`config.mk`:
```
export PLATFORM = sky130hd
export DESIGN_NAME = fsquare
export DESIGN_NICKNAME = d
export VERILOG_FILES = /design/src/rtl/fsquare.sv
export SDC_FILE = /design/constraint.sdc
export NUM_CORES = 1
export LEC_CHECK = 0
export ABC_AREA = 1
export CORE_ASPECT_RATIO = 2
export CORE_MARGIN = 2
export CORE_UTILIZATION = 40
export CTS_BUF_LIST = sky130_fd_sc_hd__clkbuf_4 sky130_fd_sc_hd__clkbuf_8 sky130_fd_sc_hd__clkbuf_16
export DETAILED_ROUTE_END_ITERATION = 8
export GPL_ROUTABILITY_DRIVEN = 0
export HOLD_SLACK_MARGIN = 0.1
export PLACE_DENSITY = 0.61
export SLEW_MARGIN = 20
export SYNTH_ARGS = -nofsm -noshare
export SYNTH_HDL_FRONTEND = slang
export SYNTH_SLANG_ARGS = --single-unit
```
`constraint.sdc`:
```
create_clock -name clk -period 16.17 [get_ports clk]
set_clock_uncertainty 0.15 [all_clocks]
set_input_delay 3.234 -clock clk [delete_from_list [all_inputs] [get_ports clk]]
set_output_delay 3.234 -clock clk [all_outputs]
set_load 0.05 [all_outputs]
```
`src/rtl/fsquare.sv`:
```
// fsquare: two-stage pipelined IEEE-754 binary32 squarer, dest = src * src.
// Stage 1 classifies the operand and forms the 48-bit mantissa product.
// Stage 2 normalises, rounds to nearest-even, packs the result and holds it
// until the consumer accepts it. The stages stall independently, so an empty
// stage 1 still accepts input while the output is stalled.
// Ports:
//   clk        clock, rising edge
//   rst        synchronous reset, active-high
//   src        binary32 operand
//   in_valid   src is valid this cycle
//   in_ready   block can accept src this cycle
//   dest       binary32 result (always non-negative, or canonical NaN)
//   out_valid  dest is valid
//   out_ready  consumer accepts dest this cycle
module fsquare #(
  parameter logic [31:0] NAN_OUT = 32'h7FC00000
) (
  input  logic        clk,
  input  logic        rst,
  input  logic [31:0] src,
  input  logic        in_valid,
  output logic        in_ready,
  output logic [31:0] dest,
  output logic        out_valid,
  input  logic        out_ready
);

  typedef enum logic [1:0] {
    K_NORM = 2'd0,
    K_ZERO = 2'd1,
    K_INF  = 2'd2,
    K_NAN  = 2'd3
  } kind_t;

  localparam logic [31:0] POS_INF  = 32'h7F800000;
  localparam logic [31:0] POS_ZERO = 32'h00000000;

  logic               en1;
  logic               en2;

  logic               s1_valid;
  kind_t              s1_kind;
  logic [47:0]        s1_p;
  logic signed [9:0]  s1_e2;

  logic [7:0]         src_exp;
  logic [22:0]        src_frac;
  logic [23:0]        src_m;
  kind_t              src_kind;
  logic [47:0]        src_p;
  logic signed [9:0]  src_e2;

  // The sign never affects a square, so src[31] is deliberately dropped.
  logic               unused_sign;

  logic [22:0]        mant_n;
  logic               g;
  logic               st;
  logic signed [9:0]  e_n;
  logic               up;
  logic [23:0]        mant_r;
  logic signed [9:0]  e_r;
  logic [31:0]        result;

  assign en2      = !out_valid || out_ready;
  assign en1      = !s1_valid || en2;
  assign in_ready = en1;

  assign unused_sign = src[31];
  assign src_exp     = src[30:23];
  assign src_frac    = src[22:0];
  assign src_m       = {1'b1, src_frac};
  assign src_p       = 48'(src_m) * 48'(src_m);
  // 2*exp - 127 spans -125..381, so 10 signed bits hold it with headroom for +2.
  assign src_e2      = $signed({1'b0, src_exp, 1'b0}) - 10'sd127;

  always_comb begin
    src_kind = K_NORM;
    if (src_exp == 8'd0)
      src_kind = K_ZERO;
    else if (src_exp == 8'hFF)
      src_kind = (src_frac == 23'd0) ? K_INF : K_NAN;
  end

  always_ff @(posedge clk) begin
    if (rst) begin
      s1_valid <= 1'b0;
      s1_kind  <= K_ZERO;
      s1_p     <= 48'd0;
      s1_e2    <= 10'sd0;
    end else if (en1) begin
      s1_valid <= in_valid;
      s1_kind  <= src_kind;
      s1_p     <= src_p;
      s1_e2    <= src_e2;
    end
  end

  // Product of two values in [1,2) lies in [1,4): one optional right shift.
  always_comb begin
    if (s1_p[47]) begin
      mant_n = s1_p[46:24];
      g      = s1_p[23];
      st     = |s1_p[22:0];
      e_n    = s1_e2 + 10'sd1;
    end else begin
      mant_n = s1_p[45:23];
      g      = s1_p[22];
      st     = |s1_p[21:0];
      e_n    = s1_e2;
    end
  end

  assign up     = g & (st | mant_n[0]);
  assign mant_r = {1'b0, mant_n} + 24'(up);
  // A rounding carry out of the fraction means the significand became 2.0.
  assign e_r    = mant_r[23] ? (e_n + 10'sd1) : e_n;

  always_comb begin
    result = POS_ZERO;
    case (s1_kind)
      K_ZERO: result = POS_ZERO;
      K_INF:  result = POS_INF;
      K_NAN:  result = NAN_OUT;
      default: begin
        if (e_r >= 10'sd255)
          result = POS_INF;
        else if (e_r <= 10'sd0)
          result = POS_ZERO;
        else
          result = {1'b0, e_r[7:0], mant_r[22:0]};
      end
    endcase
  end

  always_ff @(posedge clk) begin
    if (rst) begin
      out_valid <= 1'b0;
      dest      <= 32'h0;
    end else if (en2) begin
      out_valid <= s1_valid;
      dest      <= result;
    end
  end

endmodule

```
==> results.yml <==
finish:
  mostFrequentLayoutCell: "inv_1"
  mostFrequentLayoutCells: "855 x inv_1, 532 x nand2_1, 423 x fa_1, 190 x ha_1, 152 x nor2_1"
  fin_nets: 3572
  fill_cells: 5721
  instances_no_fill: 3672
  multi_input_area_um2: 16900
  area_growth_pct: 7.86
  diodes: 0
  ff_latch_area_um2: 1840
  final_area_um2: 24100
  drive_above_1_share: 0.0437
route:
  vias: 17800
  drt-vias-per-instance: 4.84
  route.detailed.drc: 0
  ant_nets: 0
  dr.pass1.iters: 5
  drtIter0Drc: 683
  wirelength_mm: 58.6
  post_drt_wl_per_cell_um: 16.0
timing:
  period_share: 0.672
  max_clock_freq_ghz: 0.0920
  rsz0062_at_grt: "no"
  setup_viol_count_final: 0
  hold_viol: 0
  slew_viol_final: 0
  hold_ws_ps: 313
  setup_tns_ps: 0
  fin_crit_ps: 10870
  worst_slew_pin_slew_ps: 821
  relSlewSlack: 0.453
clock_tree:
  postCtsSetupRepairBufs: 0
  cts_buffer_depth: 2
  clk_latency_ps: 360
  cts_htree_levels: 3
  cts.repair.resized: 0
  hold_buffers: 0
  cts_made_buffers: 9
  cts_tree: "built"
  clkSinkCount: 92
  clk_pin_slew_ps: 60
  cts_root_buffer: "clkbuf_16"
die:
  die_h_um: 338
  initial_core_util: 0.405
  core_um2: 55300
  chipWidth_um: 171
  die-area_um2: 57900
  rows: 122
  io_pins: 70
synthesis:
  synthArstFlopShare: 0
  synth_cells: 2903
  synthFlopType: "dfxtp_1"
  synth.distinct_cells: 50
  synth-edff-count: 0
  synth_area_per_cell_um2: 7.70
  syn_area_um2: 22400
  synth-seq-area-share: 0.0824
  synth_nets: 3552
  ys_seq_elements: 92
  ys_warn_count: 0
worst_setup_path:
  critPathKind: "input pin to flip-flop"
  slowest_delay_ps: 620
  crit_path_top_delay_cell: "fa_1"
  worstPathRequired_ps: 16270
  cp.arrival_ps: 10970
  endpoint_kind: "flip-flop"
  crit_top_cell: "inv_1"
  start_kind: "input pin"
  crit_fanout: 25
global_routing:
  grt_start_max_net_pins: 81
  grtUsageTotal: 0.214
  grt_pass1_vias: 19700
  antenna_found_initial: 0
  grt_overflow: 0
  grt_pass1_wl_mm: 96.7
placed_design:
  detailed_place_hpwl_mm: 48.7
  port_buffers: 67
  dp_cells: 3656
  place_area_um2: 23800
outcome:
  status: "complete, no violations"
run:
  maxCapViolations: 0
worst_hold_path:
  hold_class: "flip-flop to flip-flop"
worst max-delay path, delay by kind of cell:
family | cells | cell delay, ps
fa+ha+maj | 8 | 3930
compound gates | 7 | 1730
buf+inv | 11 | 1530
simple gates | 3 | 540
kinds of logic after synthesis:
family | Yosys count | share of synthesized area
buffers and inverters | 955 | 0.164
and+or+nand+nor | 858 | 0.164
adders and majority gates | 613 | 0.485
AOI/OAI and AO/OA | 318 | 0.0789
DFF | 92 | 0.0824
xor gates and xnor gates | 65 | 0.0255
other | 1 | 0.000168
muxes | 1 | 0.000504
per-stage QoR:
stage                util  setup WS [ps]
finish              0.436           5300
global route        0.436           5020
CTS                 0.436           5370
detailed placement  0.431           5000
global placement    0.431           5040
floorplan               -           6570
synth_stat cells (16+ instances only):
master / n / area (µm²)
xnor2_1: 27 / 236
a21oi_1: 119 / 596
nand3_1: 64 / 320
inv_1: 855 / 3210
xor2_1: 38 / 333
o21ai_0: 125 / 626
nor4_1: 17 / 106
nor2_2: 16 / 100
a31oi_1: 17 / 106
clkbuf_1: 74 / 278
fa_1: 423 / 8470
dfxtp_1: 92 / 1840
nand2_1: 532 / 2000
ha_1: 190 / 2380
nand4_1: 21 / 131
nor2_1: 153 / 574
path summary, 6_finish.rpt:
path                            depth (start not counted)  slack (ps)      from  endpoint
worst min-delay path                                    2         310   dest[0]   dest[0]
worst min register to register                          2         310   dest[0]   dest[0]
worst max register to register                         18       12090  s1_p[47]   dest[8]
worst max-delay path                                   29        5300    src[8]  s1_p[47]
layout make-up:
| type | instances | area share |
|---|---|---|
| inverter | 866 | 0.135 |
| clock inverter | 3 | 0.00176 |
| sequential | 92 | 0.0764 |
| tap | 744 | 0.0386 |
| multi-input combinational | 1856 | 0.699 |
| clock buffer | 13 | 0.0116 |
| timing repair buffer | 98 | 0.0375 |
flip-flops by register name, indices dropped and copies added, names as in the netlist:
register   flops
dest          31
out_valid      1
s1_kind        2
s1_valid       1
s1_p          47
s1_e2         10
per-layer routing:
metal / routed length, µm / part of all wire / track usage / vias up
li1: - / - / - / 8558
met1: 19800 / 0.34 / 0.204 / 8594
met2: 33100 / 0.56 / 0.425 / 393
met3: 1380 / 0.024 / 0.0146 / 215
met4: 4370 / 0.075 / 0.136 / 0
met5: 0 / 0 / 0 / -
Power is not shown: default switching activity piles up to over one toggle a cycle in this logic, so the estimate is an artifact.
